[config.mk]
export PLATFORM = sky130hd
export DESIGN_NAME = bmult_acc_stage
export DESIGN_NICKNAME = d
export VERILOG_FILES = /design/src/rtl/bmult_pkg.sv /design/src/rtl/bmult_tag_pipe.sv /design/src/rtl/bmult_acc_stage.sv
export SDC_FILE = /design/constraint.sdc
export NUM_CORES = 1
export LEC_CHECK = 0
export BUFFER_PORTS_ARGS = -buffer_cell sky130_fd_sc_hd__clkbuf_2
export CAP_MARGIN = 20
export CORE_MARGIN = 2
export CORE_UTILIZATION = 56
export CTS_CLUSTER_DIAMETER = 150
export DETAILED_ROUTE_END_ITERATION = 10
export PLACE_DENSITY = 0.86
export SYNTH_ARGS = -nofsm -noshare
export SYNTH_HDL_FRONTEND = slang
export SYNTH_SLANG_ARGS = --single-unit
export TNS_END_PERCENT = 20
[constraint.sdc]
create_clock -name clk -period 3.3 [get_ports clk]
set_input_delay 0.66 -clock clk [delete_from_list [all_inputs] [get_ports clk]]
set_output_delay 0.66 -clock clk [all_outputs]
set_load 0.01 [all_outputs]
[src/rtl/bmult_pkg.sv]
// Shared widths, FSM encoding and in-flight tag type for the Bmult16x16 MAC stage.
package bmult_pkg;

    localparam int OP_W   = 16;
    localparam int PROD_W = 2 * OP_W;
    localparam int ACC_W  = 48;
    localparam int CNT_W  = 16;

    typedef enum logic [1:0] {
        IDLE      = 2'd0,
        ACC       = 2'd1,
        WAIT_LAST = 2'd2
    } bmult_acc_state_t;

    typedef struct packed {
        logic v;
        logic last;
    } bmult_tag_t;

endpackage

[src/rtl/bmult_tag_pipe.sv]
// Shift register carrying {valid, last} alongside the multiplier so that the
// output stage sees a tag in exactly the cycle its product appears on mult_p.
import bmult_pkg::*;

module bmult_tag_pipe #(
    parameter int MULT_LAT = 1
) (
    input  logic       clk,
    input  logic       rst_n,
    input  bmult_tag_t tag_in,
    output bmult_tag_t tag_out,
    output logic       last_inflight
);

    bmult_tag_t           stage_reg [0:MULT_LAT];
    logic [MULT_LAT:0]    last_bits;

    always_ff @(posedge clk or negedge rst_n) begin
        if (!rst_n) begin
            for (int i = 0; i <= MULT_LAT; i++) begin
                stage_reg[i] <= '0;
            end
        end else begin
            stage_reg[0] <= tag_in;
            for (int i = 1; i <= MULT_LAT; i++) begin
                stage_reg[i] <= stage_reg[i-1];
            end
        end
    end

    for (genvar gi = 0; gi <= MULT_LAT; gi++) begin : g_last
        assign last_bits[gi] = stage_reg[gi].last;
    end

    assign tag_out       = stage_reg[MULT_LAT];
    assign last_inflight = |last_bits;

endmodule

[src/rtl/bmult_acc_stage.sv]
// Streaming front/back end for the Bmult16x16 multiplier: registers operands,
// tracks in-flight products and accumulates them into per-frame results.
import bmult_pkg::*;

module bmult_acc_stage #(
    parameter int OP_W     = bmult_pkg::OP_W,
    parameter int PROD_W   = bmult_pkg::PROD_W,
    parameter int ACC_W    = bmult_pkg::ACC_W,
    parameter int CNT_W    = bmult_pkg::CNT_W,
    parameter int MULT_LAT = 1
) (
    input  logic              clk,
    input  logic              rst_n,
    input  logic              in_valid,
    output logic              in_ready,
    input  logic [OP_W-1:0]   in_a,
    input  logic [OP_W-1:0]   in_b,
    input  logic              in_last,
    output logic [OP_W-1:0]   mult_a,
    output logic [OP_W-1:0]   mult_b,
    input  logic [PROD_W-1:0] mult_p,
    output logic              out_valid,
    input  logic              out_ready,
    output logic [ACC_W-1:0]  out_acc,
    output logic [CNT_W-1:0]  out_cnt,
    output logic              out_ovf
);

    localparam int AW1 = ACC_W + 1;

    bmult_acc_state_t state_reg, state_next;
    bmult_tag_t       tag_in, tag_out;
    logic             last_inflight;
    logic             ready_en_reg;
    logic             accept;
    logic             closing;
    logic             accumulating;
    logic [ACC_W-1:0] acc_reg;
    logic [CNT_W-1:0] cnt_reg;
    logic             ovf_reg;
    logic [AW1-1:0]   sum;
    logic [CNT_W-1:0] cnt_inc;

    // Only one frame end may be in flight, and a stalled result blocks new input.
    assign in_ready = ready_en_reg && !last_inflight && !(out_valid && !out_ready);
    assign accept   = in_valid && in_ready;
    assign tag_in   = '{v: accept, last: accept && in_last};

    assign sum     = AW1'(acc_reg) + AW1'(mult_p);
    assign cnt_inc = (&cnt_reg) ? cnt_reg : cnt_reg + CNT_W'(1);

    bmult_tag_pipe #(
        .MULT_LAT (MULT_LAT)
    ) u_tag_pipe (
        .clk           (clk),
        .rst_n         (rst_n),
        .tag_in        (tag_in),
        .tag_out       (tag_out),
        .last_inflight (last_inflight)
    );

    always_ff @(posedge clk or negedge rst_n) begin
        if (!rst_n) begin
            state_reg <= IDLE;
        end else begin
            state_reg <= state_next;
        end
    end

    always_comb begin
        state_next = state_reg;
        case (state_reg)
            IDLE:      if (accept) state_next = in_last ? WAIT_LAST : ACC;
            ACC:       if (accept && in_last) state_next = WAIT_LAST;
            WAIT_LAST: if (tag_out.v && tag_out.last) state_next = IDLE;
            default:   state_next = IDLE;
        endcase
    end

    always_comb begin
        closing      = 1'b0;
        accumulating = 1'b0;
        if (tag_out.v) begin
            if (tag_out.last) begin
                closing = (state_reg == WAIT_LAST);
            end else begin
                accumulating = 1'b1;
            end
        end
    end

    always_ff @(posedge clk or negedge rst_n) begin
        if (!rst_n) begin
            ready_en_reg <= 1'b0;
            mult_a       <= '0;
            mult_b       <= '0;
        end else begin
            ready_en_reg <= 1'b1;
            if (accept) begin
                mult_a <= in_a;
                mult_b <= in_b;
            end
        end
    end

    always_ff @(posedge clk or negedge rst_n) begin
        if (!rst_n) begin
            acc_reg <= '0;
            cnt_reg <= '0;
            ovf_reg <= 1'b0;
        end else if (closing) begin
            acc_reg <= '0;
            cnt_reg <= '0;
            ovf_reg <= 1'b0;
        end else if (accumulating) begin
            acc_reg <= sum[ACC_W-1:0];
            cnt_reg <= cnt_inc;
            ovf_reg <= ovf_reg | sum[ACC_W];
        end
    end

    // A close in the same cycle as an output handshake reloads and keeps out_valid high.
    always_ff @(posedge clk or negedge rst_n) begin
        if (!rst_n) begin
            out_valid <= 1'b0;
            out_acc   <= '0;
            out_cnt   <= '0;
            out_ovf   <= 1'b0;
        end else if (closing) begin
            out_valid <= 1'b1;
            out_acc   <= sum[ACC_W-1:0];
            out_cnt   <= cnt_inc;
            out_ovf   <= ovf_reg | sum[ACC_W];
        end else if (out_valid && out_ready) begin
            out_valid <= 1'b0;
        end
    end

endmodule

---- Word-level counts from Yosys, hierarchy flattened ----
Cells that the tools add are included.
word-level totals
  flip-flop bits (word level) ............. 170
  input port bits ......................... 69
  output and inout port bits .............. 99
operators by class
  $add $sub $neg .......................... 2
  eq/ne operators ......................... 5
  muxes and demuxes ....................... 18
  bitwise gates (word level) .............. 1
  reduce and logical (&&, ||, !) cells .... 16
operators with widths
  kind                                                              count
  48-bit 2-to-1 mux                                                 2
  48-bit by 32-bit adder with 49-bit output                         1
  16-bit 2-to-1 mux                                                 3
  16-bit by 1-bit adder with 16-bit output (second input constant)  1
  16-bit AND reduction                                              1
  1-bit 2-to-1 mux                                                  8
  2-bit 2-to-1 mux                                                  4
  1-bit logical AND                                                 7
  2-bit case mux with 3 select lines                                1
  2-bit != test (second input constant)                             2
  2-bit nonzero test                                                2
  1-bit zero test                                                   3
  3-bit AND reduction                                               1
  2-bit by 1-bit == test with 1-bit output (second input constant)  1
  2-bit == test (second input constant)                             1
  2-bit zero test                                                   1
  2-bit by 1-bit != test with 1-bit output (second input constant)  1
  2-bit OR reduction                                                1
  1-bit OR                                                          1

---- Logic depth before layout (Yosys ltp) ----
Gate-level depths: netlist of the first run.
  word-level depth ........................ 8
  depth in mapped cells ................... 12
  gate-level depth less buffers ........... 11

---- Cells and area by module ----
Synthesis of the first run repeated with hierarchy kept, for this count alone.
second synthesis, totals
  cells, all modules ...................... 951
  area, all modules ....................... 8939.8 um^2
by module, submodules not included
  module           instances  cells an instance  area an instance (um^2)  seq. area each (um^2)
  bmult_acc_stage  1          944                8818.5                   4154.0
  bmult_tag_pipe   1          7                  121.4                    100.1

---- Worst setup path before layout of the first run ----
No wires, ideal clock.
  path type ............................... input-to-reg
  start ................................... input mult_p[0]
  end ..................................... register acc_reg[44]
  library setup time ...................... 120 ps
  arrival ................................. 3049 ps
  data required time ...................... 3180 ps
  path slack .............................. 131 ps
  stages on the path ...................... 12
  buffers on the path ..................... 1
  cell sequence ........................... ha_1 -> fa_1 -> a211oi_2 -> nor4_1 -> or2_1 -> o211ai_2 -> a31oi_2 -> o21ai_4 -> a211oi_4 -> buf_6 -> a32o_1 -> a31o_1
on the way
  longest elaborated chain between the ends .. 3
RTL lines
  what                                       RTL line                source
  from (decl)                                bmult_acc_stage.sv:21   input logic [PROD_W-1:0] mult_p,
  48-bit by 32-bit adder with 49-bit output  bmult_acc_stage.sv:49   assign sum = AW1'(acc_reg) + AW1'(mult_p);
  48-bit 2-to-1 mux                          bmult_acc_stage.sv:115  end else if (accumulating) begin
  48-bit 2-to-1 mux                          bmult_acc_stage.sv:111  end else if (closing) begin
  to (signal assigned)                       bmult_acc_stage.sv:116  acc_reg <= sum[ACC_W-1:0];
  to (decl)                                  bmult_acc_stage.sv:38   logic [ACC_W-1:0] acc_reg;
Every way passes these cells. The select of a mux whose other input is x is not followed.
A chain may end at the register's enable or synchronous reset.

---- Worst setup path after layout of the first run ----
  start ................................... register acc_reg[6]
  end ..................................... register acc_reg[38]
on the way
  longest elaborated chain between the ends .. 3
RTL lines
  what                                       RTL line
  48-bit by 32-bit adder with 49-bit output  bmult_acc_stage.sv:49
  48-bit 2-to-1 mux                          bmult_acc_stage.sv:115
  48-bit 2-to-1 mux                          bmult_acc_stage.sv:111
Every way passes these cells. The select of a mux whose other input is x is not followed.

==> results of run 1 <==
==> synthesized netlist by cell type, types with 4 or more instances <==
cell type                  count  area (sq um)
sky130_fd_sc_hd__a21o_1       20           150
sky130_fd_sc_hd__a21oi_1      48           240
sky130_fd_sc_hd__a31oi_1      17           106
sky130_fd_sc_hd__and3_1       12          75.1
sky130_fd_sc_hd__buf_1        10          37.5
sky130_fd_sc_hd__buf_2         4          20.0
sky130_fd_sc_hd__buf_6         4          45.0
sky130_fd_sc_hd__clkbuf_1     39           146
sky130_fd_sc_hd__dfrtp_1     170          4250
sky130_fd_sc_hd__ha_1         33           413
sky130_fd_sc_hd__inv_1        16          60.1
sky130_fd_sc_hd__mux2i_1       6          60.1
sky130_fd_sc_hd__nand2_1     217           815
sky130_fd_sc_hd__nand2b_1      5          31.3
sky130_fd_sc_hd__nand3_1      49           245
sky130_fd_sc_hd__nand4_1      10          62.6
sky130_fd_sc_hd__nor2_1       36           135
sky130_fd_sc_hd__nor2b_1       6          37.5
sky130_fd_sc_hd__nor3_1        7          35.0
sky130_fd_sc_hd__o21a_1        6          45.0
sky130_fd_sc_hd__o21ai_0     114           571
sky130_fd_sc_hd__o21ai_1      15          75.1
sky130_fd_sc_hd__o21bai_1      6          45.0
sky130_fd_sc_hd__o31ai_1      16           120
sky130_fd_sc_hd__or3_1         5          31.3
sky130_fd_sc_hd__xnor2_1      30           263
sky130_fd_sc_hd__xor2_1       24           210
==> stage by stage <==
stage	hold WS (ps)	setup WS (ps)	power, mW
after floorplan	331	131	5.54
after global placement	332	37.0	6.63
after detailed placement	353	4.64	6.76
after CTS	129	318	8.76
after global routing	150	75.8	9.39
final	129	335	8.75
==> power breakdown <==
| group | internal, mW | leakage (nW) | switching [mW] | total [mW] |
|---|---|---|---|---|
| clock | 1.11 | 0.267 | 0.833 | 1.95 |
| combinational | 1.53 | 2.90 | 2.15 | 3.68 |
| sequential | 2.71 | 2.10 | 0.410 | 3.12 |
==> cell families after synthesis <==
kind of cell    share of synthesized area [%]
simple gates                             18.6
compound gates                           19.4
flops                                    47.4
buf+inv                                  3.75
xor+xnor                                 5.27
fa+ha+maj                                4.83
mux                                     0.669
other cells                            0.0418
==> worst max-delay path, stage by stage (launching register included) <==
cell and delay (ps):
sky130_fd_sc_hd__dfrtp_1 400, sky130_fd_sc_hd__ha_1 410, sky130_fd_sc_hd__nand2_1 110, sky130_fd_sc_hd__nor4_1 260
sky130_fd_sc_hd__or2_1 190, sky130_fd_sc_hd__o211ai_2 110, sky130_fd_sc_hd__a31oi_2 300, sky130_fd_sc_hd__o21ai_4 110
sky130_fd_sc_hd__a211oi_4 530, sky130_fd_sc_hd__a211oi_1 150, sky130_fd_sc_hd__a211o_1 280
==> layer usage <==
metal | vias to the layer above | routed length [um] | track usage (%)
li1 | 3780 | - | -
met1 | 3719 | 9420 | 35.5
met2 | 277 | 10000 | 41.2
met3 | 29 | 1480 | 6.19
met4 | 0 | 303 | 8.20
met5 | - | 0 | 0
==> cell type report <==
type                    count  area, sq um  area share [%]
clock buffers              21          440            4.15
clock inverters            11          124            1.17
multi-input cells         746         4380            41.3
flip-flops and latches    170         4250            40.0
repair buffers            197         1090            10.3
well taps                 216          270            2.54
inverters                  16         60.1           0.565
==> how the worst min path moves through the flow <==
stage                            start                    end  slack (ps)  cells past startpoint
2_1_floorplan  u_tag_pipe.stage_reg[3]  u_tag_pipe.tag_out[1]         330                      0
3_3_place_gp   u_tag_pipe.stage_reg[3]  u_tag_pipe.tag_out[1]         330                      0
3_5_place_dp   u_tag_pipe.stage_reg[3]  u_tag_pipe.tag_out[1]         350                      0
4_1_cts                          rst_n             mult_a[14]         130                      1
5_1_grt                          rst_n            out_acc[10]         150                      1
6_report                         rst_n            out_acc[11]         130                      1
==> flow_metrics.env, run 1 <==
export IMPL_totalNegativeSetupSlack_ps=0
export IMPL_syn_num_nets=1096
export IMPL_timing_max_transition_violations_final=0
export IMPL_stdcell_count=1377
export IMPL_pwr_density_cell_nw_per_um2=823
export IMPL_postSynthAreaPerCell_sq_um=9.04
export IMPL_diode_count=0
export IMPL_period_minus_slack_ps=2970
export IMPL_required_ps=3620
export IMPL_rsz0062_at_grt="no"
export IMPL_critPathMaxFanout=13
export IMPL_core_region_area_sq_um=15800
export IMPL_grt_pass1_wl_mm=35.3
export IMPL_route_antenna_remaining_nets=0
export IMPL_min_path_type="input pin to asynchronous set/reset pin"
export IMPL_clk_latency_ps=430
export IMPL_path_class="flip-flop to flip-flop"
export IMPL_dr_total_vias=7805
export IMPL_final_net_count=1251
export IMPL_detail_placement_hpwl_mm=14.8
export IMPL_async_flop_share_pct=100
export IMPL_critPathCaptureType="flip-flop"
export IMPL_first_iter_violations=593
export IMPL_setup_reg_to_reg_worst_slack_ps=330
export IMPL_worst_pin_slew_ps=586
export IMPL_grt_start_max_net_pins=109
export IMPL_critical_path_endpoint="acc_reg[38]"
export IMPL_worst_setup_path_startpoint="acc_reg[6]"
export IMPL_via_count_of_the_first_global_routing_pass=7386
export IMPL_grtUsageTotal_pct=25.9
export IMPL_max_freq_mhz=337
export IMPL_most_common_cell_after_layout_fill_and_taps_aside="sky130_fd_sc_hd__nand2_1"
export IMPL_drt_pass1_iterations=6
export IMPL_area_delta_synth_final_pct=18.4
export IMPL_worst_ep_arrival_time_ps=3280
export IMPL_layout_cells_most_common_list="sky130_fd_sc_hd__nand2_1 (217), sky130_fd_sc_hd__dfrtp_1 (170), sky130_fd_sc_hd__clkbuf_2 (166)"
export IMPL_clock_tree_root_cell="sky130_fd_sc_hd__clkbuf_16"
export IMPL_die_area_sq_um=17100
export IMPL_clock_tree_buf_depth=2
export IMPL_dpl_instance_area_sq_um=10100
export IMPL_clock_skew_final_ps=8.71
export IMPL_synthesis_instances=993
export IMPL_yosys_warnings=0
export IMPL_finalSetupViolations=0
export IMPL_std_cell_rows=46
export IMPL_post_cts_resized=0
export IMPL_period_share_pct=89.9
export IMPL_avgViaCountPerCell=5.67
export IMPL_chipWidth_um=131
export IMPL_synth_enable_flop_cells=0
export IMPL_synth_ff_type="sky130_fd_sc_hd__dfrtp_1"
export IMPL_htreeDepth=4
export IMPL_synth_seq_cells=170
export IMPL_routabilityCongestion=0.880
export IMPL_report_final_hold_viol_count=0
export IMPL_post_route_cells_drive_above_1_share_pct=21.3
export IMPL_fin_util_pct=67.4
export IMPL_floorplan_initialDensity_pct=56.9
export IMPL_top_level_ports=168
export IMPL_final_design_area_no_fill_sq_um=10600
export IMPL_avgRoutedWirePerCell_um=15.4
export IMPL_ys_seq_area_share_pct=47.4
export IMPL_clk_pin_slew_ps=70
export IMPL_portBuffers=167
export IMPL_number_of_maximum_capacitance_constraint_violations=0
export IMPL_dpl_cell_count=1345
export IMPL_max_rail_drop_vdd_mv=0.474
export IMPL_status="complete, no violations"
export IMPL_post_route_drc_count=0
export IMPL_number_of_cells_on_the_worst_reg_to_reg_path=10
export IMPL_clock_tree_from_tritoncts="built"
export IMPL_critPathLaunchType="flip-flop"
export IMPL_post_cts_buffers=0
export IMPL_leakage_power_nw=5.26
export IMPL_grt_overflow_total=0
export IMPL_netlist_area_sq_um=8970
export IMPL_synth_lib_cells_used_distinct=72
export IMPL_count_of_fill_cells_added_during_filler_insertion=1252
export IMPL_grt_antenna_before_repair=0
export IMPL_critical_path_reg2reg_endpoint="acc_reg[38]"
export IMPL_cts_made_buffers=17
export IMPL_holdBufCountCts=0
export IMPL_max_slew_margin_rel_pct=60.8
export IMPL_postRouteWirelength_mm=21.2
export IMPL_rr_startpoint="acc_reg[6]"
export IMPL_chipHeight_um=131
export IMPL_clock_sinks=170
Note: power is estimated with default switching activity, not from simulation.
==> inputs of run 2 (changes only) <==
CORE_UTILIZATION = 45   (was 56)
PLACE_DENSITY = 0.73   (was 0.86)
==> flow_metrics.env, run 2 (synthesized netlist as in run 1, its figures left out) <==
export IMPL_status="complete, no violations"
export IMPL_max_freq_mhz=338
export IMPL_min_path_type="input pin to asynchronous set/reset pin"
export IMPL_grt_start_max_net_pins=127
export IMPL_report_final_hold_viol_count=0
export IMPL_period_share_pct=89.7
export IMPL_internal_power_mw=5.34
export IMPL_first_iter_violations=470
export IMPL_hold_slack_ps=142
export IMPL_max_slew_margin_rel_pct=55.6
export IMPL_period_minus_slack_ps=2960
export IMPL_post_cts_buffers=0
export IMPL_grt_overflow_total=0
export IMPL_via_count_of_the_first_global_routing_pass=7414
export IMPL_post_cts_resized=0
export IMPL_critical_path_endpoint="acc_reg[42]"
export IMPL_chipHeight_um=145
export IMPL_path_class="flip-flop to flip-flop"
export IMPL_leakage_power_nw=5.32
export IMPL_grtUsageTotal_pct=21.0
export IMPL_critical_path_reg2reg_endpoint="acc_reg[42]"
export IMPL_detail_placement_hpwl_mm=15.0
export IMPL_post_route_cells_drive_above_1_share_pct=22.0
export IMPL_portBuffers=167
export IMPL_final_design_area_no_fill_sq_um=10800
export IMPL_clock_power_share_pct=23.1
export IMPL_rsz0062_at_grt="no"
export IMPL_clock_sinks=170
export IMPL_worst_pin_slew_ps=663
export IMPL_clk_pin_slew_ps=70
export IMPL_die_area_sq_um=21100
export IMPL_route_antenna_remaining_nets=0
export IMPL_postRouteWirelength_mm=21.2
export IMPL_setup_reg_to_reg_worst_slack_ps=340
export IMPL_avgViaCountPerCell=5.31
export IMPL_top_level_ports=168
export IMPL_worst_ep_arrival_time_ps=3280
export IMPL_required_ps=3620
export IMPL_power_frac_seq_pct=35.2
export IMPL_clock_skew_final_ps=7.22
export IMPL_layout_cells_most_common_list="sky130_fd_sc_hd__nand2_1 (217), sky130_fd_sc_hd__dfrtp_1 (170), sky130_fd_sc_hd__clkbuf_2 (166)"
export IMPL_drt_pass1_iterations=5
export IMPL_post_route_drc_count=0
export IMPL_net_switching_power_mw=3.48
export IMPL_critPathCaptureType="flip-flop"
export IMPL_crit_path_max_incr_delay_ps=440
export IMPL_clock_tree_buf_depth=2
export IMPL_holdBufCountCts=0
export IMPL_cts_made_buffers=17
export IMPL_slowest_stage="sky130_fd_sc_hd__fa_1"
export IMPL_final_net_count=1256
export IMPL_grt_antenna_before_repair=0
export IMPL_dr_total_vias=7602
export IMPL_grt_pass1_wl_mm=36.8
export IMPL_seq_area_sq_um=4250
export IMPL_finalSetupViolations=0
export IMPL_diode_count=0
export IMPL_std_cell_rows=51
export IMPL_crit_path_cell_trace="ha_1 -> fa_1 -> a211oi_2 -> nor4_1 -> or2_1 -> o211ai_2 -> a31oi_2 -> o21ai_4 -> a211oi_4 -> a32o_1 -> a31o_2"
export IMPL_count_of_fill_cells_added_during_filler_insertion=1799
export IMPL_critPathMaxFanout=11
export IMPL_chipWidth_um=145
export IMPL_p_comb_share_pct=41.7
export IMPL_area_delta_synth_final_pct=20.0
export IMPL_routabilityCongestion=0.889
export IMPL_clk_latency_ps=430
export IMPL_p_sw_share_pct=39.5
export IMPL_avgRoutedWirePerCell_um=14.8
export IMPL_core_region_area_sq_um=19500
export IMPL_htreeDepth=4
export IMPL_critPathLaunchType="flip-flop"
export IMPL_worst_setup_path_startpoint="acc_reg[0]"
export IMPL_clock_tree_from_tritoncts="built"
export IMPL_rr_startpoint="acc_reg[0]"
export IMPL_multi_input_comb_area_sq_um=4390
export IMPL_number_of_cells_on_the_worst_reg_to_reg_path=11
export IMPL_clock_tree_root_cell="sky130_fd_sc_hd__clkbuf_16"
export IMPL_dpl_instance_area_sq_um=10200
export IMPL_max_rail_drop_vdd_mv=0.410
export IMPL_timing_max_transition_violations_final=0
export IMPL_number_of_maximum_capacitance_constraint_violations=0
export IMPL_pwr_density_cell_nw_per_um2=819
export IMPL_floorplan_initialDensity_pct=46.0
export IMPL_most_common_cell_after_layout_fill_and_taps_aside="sky130_fd_sc_hd__nand2_1"
-- run 2: how the worst min path moves through the flow --
stage                     depth (start not counted)               endpoint               startpoint  slack, ps
final                                             1              mult_a[8]                    rst_n        140
after detailed placement                          0  u_tag_pipe.tag_out[1]  u_tag_pipe.stage_reg[3]        340
after CTS                                         1              mult_a[8]                    rst_n        150
after global placement                            0  u_tag_pipe.tag_out[1]  u_tag_pipe.stage_reg[3]        330
after floorplan                                   0  u_tag_pipe.tag_out[1]  u_tag_pipe.stage_reg[3]        330
after global routing                              1              mult_a[6]                    rst_n        160
-- run 2: final cells by class --
class | count | area share [%]
Multi-Input combinational cell | 746 | 40.8
Sequential cell | 170 | 39.5
Timing Repair Buffer | 202 | 10.5
Clock buffer | 17 | 3.95
Tap cell | 265 | 3.08
Clock inverter | 15 | 1.60
Inverter | 16 | 0.558
-- run 2: worst max-delay path, delay by kind of cell, from the launching register on --
family / cells / cell delay [ps]
AOI/OAI and AO/OA: 7 / 1450
adders and majority gates: 2 / 650
DFF: 1 / 390
and+or+nand+nor: 2 / 350
-- run 2: power by group through the flow --
stage	Sequential, mW	Combinational [mW]	Clock, mW
3_3_place_gp	3.11	3.60	0
4_1_cts	3.11	3.70	2.08
5_1_grt	3.19	4.15	2.18
2_1_floorplan	3.25	2.29	0
3_5_place_dp	3.14	3.66	0
6_report	3.10	3.68	2.04
-- run 2: through the flow --
step / worst slack (ps) / util (%) / setup TNS [ps] / std cells / total power, mW
after global placement: -19.1 / 52.1 / -54.7 / 1399 / 6.71
after detailed placement: -106 / 52.1 / -600 / 1399 / 6.80
after CTS: 342 / 55.1 / 0 / 1431 / 8.88
final: 340 / 55.1 / 0 / 1431 / 8.81
after global routing: 88.7 / 55.1 / 0 / 1431 / 9.52
after floorplan: 131 / - / 0 / 993 / 5.54
-- run 2: layer usage --
metal  GRT usage [%]  vias to the layer above  share of wire, %
met5               0                        -                 0
met4            4.90                        0               1.0
met3            5.31                       21               5.7
met2            33.3                      186                45
met1            29.1                     3612                48
li1                -                     3783                 -
